===== src/rtl/step_plot.sv =====
// Step-path walker: emits moto, moto+/-1, ... for sa+1 beats on a valid/ready stream.
// Define STEP_PLOT_CLIP_EN to saturate at 0/1023 and raise a sticky clip flag instead of wrapping.
module step_plot (
  input  logic       m_clock,
  input  logic       p_reset,
  input  logic       in_do,
  input  logic [9:0] moto,
  input  logic [9:0] sa,
  input  logic       neg,
  input  logic       out_ready,
  output logic       out_valid,
  output logic [9:0] pos,
  output logic       last,
  output logic       busy,
  output logic       clip
);

  typedef enum logic {IDLE, RUN} state_t;

  state_t     state;
  state_t     state_next;
  logic [1:0] rst_sync;
  logic [9:0] pos_q;
  logic [9:0] pos_step;
  logic [9:0] remaining;
  logic       dir;
  logic       accept;
  logic       xfer;
  logic       step_en;

  // Reset asserts asynchronously everywhere; starts are held off until release has crossed into m_clock.
  always_ff @(posedge m_clock or negedge p_reset) begin
    if (!p_reset) rst_sync <= '0;
    else          rst_sync <= {rst_sync[0], 1'b1};
  end

  assign accept  = (state == IDLE) && in_do && rst_sync[1];
  assign xfer    = (state == RUN) && out_ready;
  assign step_en = xfer && (remaining != '0);

  always_ff @(posedge m_clock or negedge p_reset) begin
    if (!p_reset) state <= IDLE;
    else          state <= state_next;
  end

  always_comb begin
    state_next = state;
    case (state)
      IDLE: if (accept) state_next = RUN;
      RUN:  if (xfer && (remaining == '0)) state_next = IDLE;
      default: state_next = IDLE;
    endcase
  end

  always_comb begin
    out_valid = (state == RUN);
    busy      = (state == RUN);
    last      = (state == RUN) && (remaining == '0);
  end

`ifdef STEP_PLOT_CLIP_EN
  logic sat;
  logic clip_q;

  always_comb begin
    pos_step = pos_q;
    sat      = 1'b0;
    if (dir) begin
      if (pos_q == '0) sat = 1'b1;
      else             pos_step = pos_q - 10'd1;
    end else begin
      if (pos_q == '1) sat = 1'b1;
      else             pos_step = pos_q + 10'd1;
    end
  end

  always_ff @(posedge m_clock or negedge p_reset) begin
    if (!p_reset)              clip_q <= 1'b0;
    else if (accept)           clip_q <= 1'b0;
    else if (step_en && sat)   clip_q <= 1'b1;
  end

  assign clip = clip_q;
`else
  always_comb begin
    pos_step = dir ? (pos_q - 10'd1) : (pos_q + 10'd1);
  end

  assign clip = 1'b0;
`endif

  always_ff @(posedge m_clock or negedge p_reset) begin
    if (!p_reset) begin
      pos_q     <= '0;
      remaining <= '0;
      dir       <= 1'b0;
    end else if (accept) begin
      pos_q     <= moto;
      remaining <= sa;
      dir       <= neg;
    end else if (step_en) begin
      pos_q     <= pos_step;
      remaining <= remaining - 10'd1;
    end
  end

  assign pos = pos_q;

endmodule


===== config.mk =====
export PLATFORM = sky130hd
export DESIGN_NAME = step_plot
export DESIGN_NICKNAME = d
export VERILOG_FILES = /design/src/rtl/step_plot.sv
export SDC_FILE = /design/constraint.sdc
export NUM_CORES = 1
export LEC_CHECK = 0
export ABC_AREA = 1
export CAP_MARGIN = 15
export CELL_PAD_IN_SITES_DETAIL_PLACEMENT = 2
export CELL_PAD_IN_SITES_GLOBAL_PLACEMENT = 2
export CORE_MARGIN = 4
export CORE_UTILIZATION = 30
export CTS_CLUSTER_DIAMETER = 100
export DETAILED_ROUTE_END_ITERATION = 16
export MAX_ROUTING_LAYER = met4
export PLACE_DENSITY_LB_ADDON = 0.1
export SLEW_MARGIN = 40
export SYNTH_ARGS = -nofsm -noshare
export SYNTH_HDL_FRONTEND = slang
export SYNTH_SLANG_ARGS = --single-unit

===== constraint.sdc =====
create_clock -name m_clock -period 4.11 [get_ports m_clock]
set_clock_uncertainty 0.15 [all_clocks]
set_input_delay 0.822 -clock m_clock [delete_from_list [all_inputs] [get_ports m_clock]]
set_output_delay 0.822 -clock m_clock [all_outputs]
set_load 0.01 [all_outputs]

==> results of run 1 <==
==> kinds of logic after synthesis <==
group	Yosys count	share of synthesized area (%)
AO/OA/AOI/OAI	35	11.1
other	2	0.411
flip-flops	24	32.9
AND/OR/NAND/NOR	150	36.3
buffers and inverters	36	8.98
adder cells (fa/ha/maj)	11	7.95
XOR/XNOR	5	2.40
==> worst register-to-register path: stages (launching register included) <==
cell and delay (ns):
dfrtp_1 0.65, ha_1 0.39, a21oi_1 0.32, nor2_1 0.07, nor2_1 0.13, nand2_1 0.07, nand2_1 0.05, nand3_1 0.07
nand2_1 0.10, nand2_1 0.05
==> flip-flops by register name (all words and copies together), names as in the netlist <==
register and count:
busy 1, dir 1, pos 10, remaining 10, rst_sync 2
==> layout make-up <==
type	count	area share (%)
flip-flops and latches	24	26.0
clock inverters	1	1.30
well taps	75	4.06
repair buffers	39	16.7
inverters	26	4.23
clock buffers	3	1.79
multi-input cells	203	45.9
==> Yosys cell counts (all sizes together), types with 3 or more instances <==
library cell	count
nand3	37
nand2	79
nor2	27
ha	10
a21oi	12
dfrtp	24
buf	8
o21a	3
xnor2	3
o21ai	16
o211ai	3
inv	26
==> through the flow <==
| stage | utilization [%] | area (um^2) |
|---|---|---|
| finish | 39.0 | 2310 |
| global route | 39.0 | 2310 |
| CTS | 39.0 | 2310 |
| detailed placement | 37.8 | 2240 |
| global placement | 37.8 | 2240 |
| floorplan | - | 1830 |
==> power by group through the flow <==
stage / sequential [uW] / combinational, uW / clock [uW]
floorplan: 439 / 587 / 0
global route: 460 / 1000 / 236
CTS: 442 / 885 / 229
detailed placement: 446 / 872 / 0
finish: 438 / 859 / 220
global placement: 444 / 849 / 0
==> worst max path at each step <==
stage | startpoint | endpoint | cells past startpoint
after CTS | remaining[0] | last | 7
after global placement | in_do | remaining[1] | 8
after global routing | remaining[0] | last | 7
after floorplan | remaining[0] | last | 6
after detailed placement | in_do | remaining[9] | 8
final | remaining[0] | last | 7
==> layer usage <==
metal | vias up | track usage [%] | wire length [um]
met4 | 0 | 3.45 | 34
met1 | 864 | 21.3 | 2670
met3 | 2 | 1.54 | 173
li1 | 906 | - | -
met2 | 25 | 25.9 | 2410
met5 | - | - | 0
==> results.json, run 1 <==
{
  "outcome": "finished clean",
  "synth_seq_area_share_pct": 32.9,
  "leakage_uw": 0.00113,
  "slew_headroom_pct": 51.6,
  "seq_area_um2": 601,
  "worstSetupStartpointType": "flop",
  "numCtsBuffers": 3,
  "power_density_mw_per_mm2": 657,
  "die_h_um": 86.0,
  "rows": 28,
  "clockBufferDepth": 2,
  "seqPwrFrac_pct": 28.9,
  "io_pins": 39,
  "dp.cells": 367,
  "grt_max_degree": 44,
  "route.detailed.wl_per_inst_um": 14.3,
  "r2r-end": "pos[7]",
  "crit_required_ns": 3.14,
  "arrival_ns": 1.99,
  "rsz0062_at_grt": "false",
  "hold_viol_final": 0,
  "grt_util_all_layers_pct": 15.8,
  "holdBufCountCts": 0,
  "worst-setup-path-type": "reg -> out",
  "slew_violations": 0,
  "portBuffers": 37,
  "tightest_slew_ns": 0.725,
  "gp_congestion": 0.730,
  "switching_share_pct": 44.2,
  "worst-path-buf-inv": 2,
  "via_per_inst": 4.84,
  "core_mm2": 0.00592,
  "cap_violations": 0,
  "drt-initial-drc-count": 38,
  "vias": 1797,
  "die_area_mm2": 0.00740,
  "syn_avg_cell_area_um2": 6.94,
  "r2r_start": "dir",
  "cp_max_fo": 5,
  "antenna_found_initial": 0,
  "final_common_cell": "nand2_1",
  "drc_errors": 0,
  "hp-class": "reg -> reg",
  "switchingPower_uw": 671,
  "root_buffer": "clkbuf_8",
  "p_clk_share_pct": 14.5,
  "clk_pin_slew_worst_paths_ns": 0.10,
  "hold_start": "rst_sync[0]",
  "fin_ws_ns": 1.15,
  "drt-total-wl_um": 5290,
  "reg2reg_setup_slack_ns": 1.98,
  "synthDistinctLibCells": 33,
  "detail-route-antenna-nets": 0,
  "p_total_uw": 1520,
  "synth_top_area_share_pct": 32.9,
  "grt_pass1_wl_um": 9180,
  "initial_core_util_pct": 30.8,
  "final_layout_size_suffix_gt1_share_pct": 6.08,
  "comb_power_share_pct": 56.6,
  "pre_cts_ws_ns": 1.13,
  "whs_endpoint": "rst_sync[1]",
  "synth_area_leader_cell": "dfrtp_1",
  "post-cts-setup-buffers": 0,
  "final_cell_count_no_fill": 371,
  "whs_ns": 0.212,
  "insertion_delay_ns": 0.27,
  "rr_worst_depth": 9,
  "critPathMaxStageDelay_ns": 0.54,
  "synthArstFlopShare_pct": 100,
  "ctsHtreeMaxLevel": 1,
  "worst_ir_drop_vdd_mv": 0.210,
  "synth-seq-cells": 24,
  "layout_common_cells": "76 x nand2_1, 37 x clkdlybuf4s50_1, 36 x nand3_1",
  "yosysWarnings": 0,
  "num-nets-final": 333,
  "fmax_mhz": 338,
  "intPower_uw": 846,
  "die-width_um": 86.0,
  "cp_top_family": "buffers and inverters",
  "setup_tns_ns": 0,
  "cp-end-kind": "output port",
  "cts_sinks": 24,
  "synth_area_mm2": 0.00183,
  "synth_flop_cell": "dfrtp_1",
  "antennaDiodeCount": 0,
  "fin_crit_ns": 2.96,
  "synth_top_cells_by_area": "dfrtp_1 33%, nand2_1 16%, nand3_1 9.9%",
  "fill_cells": 725,
  "slowest_stage": "clkdlybuf4s50_1",
  "firstDrtPassIters": 4,
  "hold_depth": 0,
  "multiInputGateArea_mm2": 0.00106,
  "finalCritPeriodShare_pct": 72.0,
  "setup_viol": 0,
  "path_cells": "inv_1, ha_1, nand3_1, nor2_2, nand2_2, nor2_1, clkdlybuf4s50_1",
  "ctsResizeCount": 0,
  "hpwl_um": 3900,
  "synth_edf_count": 0,
  "grt.overflow.total": 0,
  "grt_pass1_vias": 1901,
  "syn_nets": 299,
  "synthToLayoutAreaGrowth_pct": 26.5,
  "netlist_instances": 263,
  "cts_tree": "built"
}
(Power assumes the default switching activity.)
==> run 2: changes to the inputs <==
--- a/config.mk
+++ b/config.mk
@@ -10,7 +10,7 @@
 export CELL_PAD_IN_SITES_DETAIL_PLACEMENT = 2
 export CELL_PAD_IN_SITES_GLOBAL_PLACEMENT = 2
 export CORE_MARGIN = 4
-export CORE_UTILIZATION = 30
+export CORE_UTILIZATION = 25
 export CTS_CLUSTER_DIAMETER = 100
 export DETAILED_ROUTE_END_ITERATION = 16
 export MAX_ROUTING_LAYER = met4
==> constraint.sdc (replaced) <==
create_clock -name m_clock -period 2.41 [get_ports m_clock]
set_clock_uncertainty 0.15 [all_clocks]
set_input_delay 0.482 -clock m_clock [delete_from_list [all_inputs] [get_ports m_clock]]
set_output_delay 0.482 -clock m_clock [all_outputs]
set_load 0.01 [all_outputs]
==> run 2 against run 1 <==
  * Utilization is 4.8 points lower
  * Hold slack hardly changed
  * Combinational power is 73% higher
  * Cell count is 7.0% higher
  * Flip-flop and latch count stayed put
  * Clock power is 73% higher
  * Via count is 0.45% higher
  * Critical path type unchanged
  * Largest power group unchanged
==> results.json, run 2 (same netlist as run 1, synthesis figures left out) <==
{
  "worst-path-buf-inv": 2,
  "crit_required_ns": 1.78,
  "hold_viol_final": 0,
  "hold_start": "rst_sync[0]",
  "grt_util_all_layers_pct": 13.9,
  "outcome": "finished clean",
  "final_layout_size_suffix_gt1_share_pct": 8.31,
  "grt.overflow.total": 0,
  "cp-end-kind": "output port",
  "rr_worst_depth": 9,
  "grt_max_degree": 25,
  "cap_violations": 0,
  "worst-setup-path-type": "reg -> out",
  "hpwl_um": 4240,
  "drc_errors": 0,
  "insertion_delay_ns": 0.28,
  "rsz0062_at_grt": "false",
  "io_pins": 39,
  "whs_endpoint": "rst_sync[1]",
  "clk_pin_slew_worst_paths_ns": 0.11,
  "cp_top_family": "flip-flops",
  "numCtsBuffers": 3,
  "antennaDiodeCount": 0,
  "portBuffers": 37,
  "grt_pass1_vias": 1931,
  "hp-class": "reg -> reg",
  "slew_violations": 0,
  "seq_area_um2": 602,
  "grt_pass1_wl_um": 9630,
  "root_buffer": "clkbuf_8",
  "fmax_mhz": 450,
  "gp_congestion": 0.764,
  "die-width_um": 93.5,
  "drt-initial-drc-count": 50,
  "route.detailed.wl_per_inst_um": 13.8,
  "setup_tns_ns": 0,
  "fin_crit_ns": 2.22,
  "fill_cells": 840,
  "core_mm2": 0.00694,
  "pre_cts_ws_ns": 0.165,
  "cts_sinks": 24,
  "die_h_um": 93.5,
  "synthToLayoutAreaGrowth_pct": 30.0,
  "reg2reg_setup_slack_ns": 0.39,
  "die_area_mm2": 0.00873,
  "rows": 30,
  "via_per_inst": 4.55,
  "finalCritPeriodShare_pct": 92.2,
  "ctsHtreeMaxLevel": 1,
  "arrival_ns": 1.59,
  "cts_tree": "built",
  "cp_max_fo": 5,
  "power_density_mw_per_mm2": 1100,
  "multiInputGateArea_mm2": 0.00106,
  "fin_ws_ns": 0.187,
  "hold_depth": 0,
  "final_cell_count_no_fill": 397,
  "slowest_stage": "dfrtp_1",
  "path_cells": "inv_2, ha_1, nand3_1, nor2_2, nand2_2, nor2_1, dlygate4sd2_1",
  "initial_core_util_pct": 26.3,
  "r2r-end": "pos[7]",
  "num-nets-final": 338,
  "firstDrtPassIters": 2,
  "antenna_found_initial": 0,
  "drt-total-wl_um": 5500,
  "layout_common_cells": "76 x nand2_1, 36 x nand3_1, 36 x clkdlybuf4s50_1",
  "final_common_cell": "nand2_1",
  "detail-route-antenna-nets": 0,
  "worst_ir_drop_vdd_mv": 0.338,
  "setup_viol": 0,
  "vias": 1805,
  "dp.cells": 393,
  "clockBufferDepth": 2,
  "leakage_uw": 0.00115,
  "worstSetupStartpointType": "flop",
  "r2r_start": "dir",
  "critPathMaxStageDelay_ns": 0.40
}
[run 2: worst max-delay path by stage]
stage,cells past startpoint,to,from
after global placement,7,last,remaining[0]
after floorplan,9,pos[7],dir
after global routing,7,last,remaining[1]
after CTS,7,last,remaining[0]
after detailed placement,7,last,remaining[0]
final,7,last,remaining[0]
[run 2: where the power goes]
part           total (uW)  internal (uW)  switching, uW
Sequential            749            570            179
Clock                 381            223            159
Combinational        1490            675            814
[run 2: routing by layer]
layer	part of all wire, %	vias to the layer above	global-route usage, %
li1	-	922	-
met2	47	22	22.3
met5	0	-	-
met3	2.5	2	1.61
met1	51	859	19.7
met4	0.25	0	1.10
[run 2: stage by stage]
step / power [uW] / area (um^2) / hold slack, ns / utilization (%)
6_report: 2620 / 2370 / 0.212 / 34.2
4_1_cts: 2690 / 2370 / 0.218 / 34.2
3_3_place_gp: 2240 / 2300 / 0.187 / 33.2
2_1_floorplan: 1750 / 1830 / 0.0364 / -
3_5_place_dp: 2280 / 2300 / 0.190 / 33.2
5_1_grt: 2940 / 2370 / 0.233 / 34.2
[run 2: final cells by class]
type,instances,area share [%]
repair buffers,44,17.8
well taps,96,5.06
clock buffers,3,1.74
clock inverters,1,1.27
flip-flops and latches,24,25.4
multi-input cells,203,44.7
inverters,26,4.11
[run 2: timing repair]
action	CTS	global route
hold buffers	0	0
gates resized for setup	2	1
setup endpoints to repair	1	1
setup buffers	0	0
==> run 3: changes to the inputs <==
--- a/config.mk
+++ b/config.mk
@@ -9,6 +9,7 @@
 export CAP_MARGIN = 15
 export CELL_PAD_IN_SITES_DETAIL_PLACEMENT = 2
 export CELL_PAD_IN_SITES_GLOBAL_PLACEMENT = 2
+export CORE_ASPECT_RATIO = 0.5
 export CORE_MARGIN = 4
 export CORE_UTILIZATION = 25
 export CTS_CLUSTER_DIAMETER = 100
==> run 3 against run 2 <==
  * Design area grew 1.2%
  * First-iteration DRC count is 26% lower
  * Power increased by 5.3%
  * Non-clock buffer count did not move
  * Via count increased by 0.39%
  * Register-to-register slack lost 0.03 ns
==> results.json, run 3 (same netlist as run 1, synthesis figures left out) <==
{
  "crit_required_ns": 1.78,
  "cp_max_fo": 4,
  "vias": 1812,
  "cap_violations": 0,
  "wl_met3_um": 175,
  "hold_start": "rst_sync[0]",
  "route.detailed.wl_per_inst_um": 14.7,
  "final_layout_size_suffix_gt1_share_pct": 7.64,
  "fin_ws_ns": 0.171,
  "insertion_delay_ns": 0.27,
  "layout_common_cells": "76 x nand2_1, 36 x nand3_1, 36 x clkdlybuf4s50_1",
  "antennaDiodeCount": 0,
  "gp_congestion": 0.765,
  "portBuffers": 37,
  "leakage_uw": 0.00117,
  "firstDrtPassIters": 4,
  "p_total_uw": 2760,
  "worstSetupStartpointType": "flop",
  "cp-end-kind": "output port",
  "die_area_mm2": 0.00882,
  "post-cts-setup-buffers": 0,
  "arrival_ns": 1.61,
  "slew_violations": 0,
  "fill_cells": 830,
  "hold_viol_final": 0,
  "setup_viol": 0,
  "whs_endpoint": "rst_sync[1]",
  "top_layer": "met4",
  "outcome": "finished clean",
  "drt-initial-drc-count": 37,
  "grt_pass1_wl_um": 9740,
  "setup_tns_ns": 0,
  "drt-total-wl_um": 5760,
  "hp-class": "reg -> reg",
  "drt-met1-wl_um": 2870,
  "drc_errors": 0,
  "clk_pin_slew_worst_paths_ns": 0.07,
  "detail-route-antenna-nets": 0,
  "rr_worst_depth": 9,
  "cts_sinks": 24,
  "grt.overflow.total": 0,
  "reg2reg_setup_slack_ns": 0.36,
  "worst-setup-path-type": "reg -> out",
  "grt_util_all_layers_pct": 14.6,
  "worst_ir_drop_vdd_mv": 0.321,
  "rsz0062_at_grt": "false",
  "die_h_um": 68.4,
  "r2r-end": "pos[7]",
  "core_mm2": 0.00688,
  "fmax_mhz": 447,
  "fin_util_pct": 34.9,
  "numCtsBuffers": 3,
  "wl_met2_um": 2690,
  "hold_depth": 0,
  "clockBufferDepth": 2,
  "finalCritPeriodShare_pct": 92.9,
  "final_cell_count_no_fill": 393,
  "rows": 21,
  "r2r_start": "dir",
  "die-width_um": 129,
  "initial_core_util_pct": 26.5,
  "cts_tree": "built",
  "pre_cts_ws_ns": 0.129,
  "synthToLayoutAreaGrowth_pct": 31.6,
  "fin_crit_ns": 2.24,
  "hpwl_um": 4500,
  "dp.cells": 389,
  "via_per_inst": 4.61,
  "ctsHtreeMaxLevel": 1,
  "root_buffer": "clkbuf_16",
  "grt_pass1_vias": 2018,
  "io_pins": 39,
  "grt_max_degree": 25,
  "num-nets-final": 338,
  "final_common_cell": "nand2_1",
  "antenna_found_initial": 0,
  "power_density_mw_per_mm2": 1150
}
==> run 3: metal layers <==
metal / up-vias / track usage (%)
met5: - / -
met4: 0 / 2.36
met3: 5 / 3.51
met2: 19 / 25.6
met1: 866 / 17.7
li1: 922 / -
==> run 3: power by group <==
part	total (uW)	switching [uW]	internal (uW)
clock network	504	173	331
logic	1520	839	680
registers	736	166	570
total	2760	1180	1580
==> run 3: critical path: stages, from the launching register on <==
cell and delay, ns:
dfrtp_1 0.38, inv_1 0.10, ha_1 0.17, nand3_1 0.10, nor2_2 0.13, nand2_2 0.10, nor2_1 0.11, clkdlybuf4s15_1 0.25
==> run 3: layout make-up <==
type,instances,area (um^2),area share [%]
well taps,92,115,4.79
clock inverters,1,30.0,1.25
inverters,26,97.6,4.06
repair buffers,44,423,17.6
flip-flops and latches,24,601,25.0
clock buffers,3,75.1,3.13
multi-input cells,203,1060,44.2
==> run 3: per-stage QoR <==
| step | hold slack, ns | instance area (um^2) |
|---|---|---|
| floorplan | 0.0364 | 1830 |
| global placement | 0.188 | 2300 |
| detailed placement | 0.208 | 2300 |
| CTS | 0.226 | 2400 |
| global route | 0.233 | 2400 |
| finish | 0.217 | 2400 |
==> run 3: timing repair <==
action | 4_1_cts | 5_1_grt
setup endpoints to repair | 1 | 1
pin swaps | 0 | 0
gates resized for setup | 1 | 1
hold buffers | 0 | 0
==> run 3: how the worst max path moves through the flow <==
stage                      start  endpoint  slack, ns  depth (start not counted)
finish              remaining[1]      last       0.17                          7
detailed placement  remaining[1]      last       0.13                          7
CTS                 remaining[1]      last       0.09                          7
global placement    remaining[1]      last       0.21                          7
global route        remaining[1]      last      0.004                          7
floorplan                    dir    pos[7]       0.61                          9
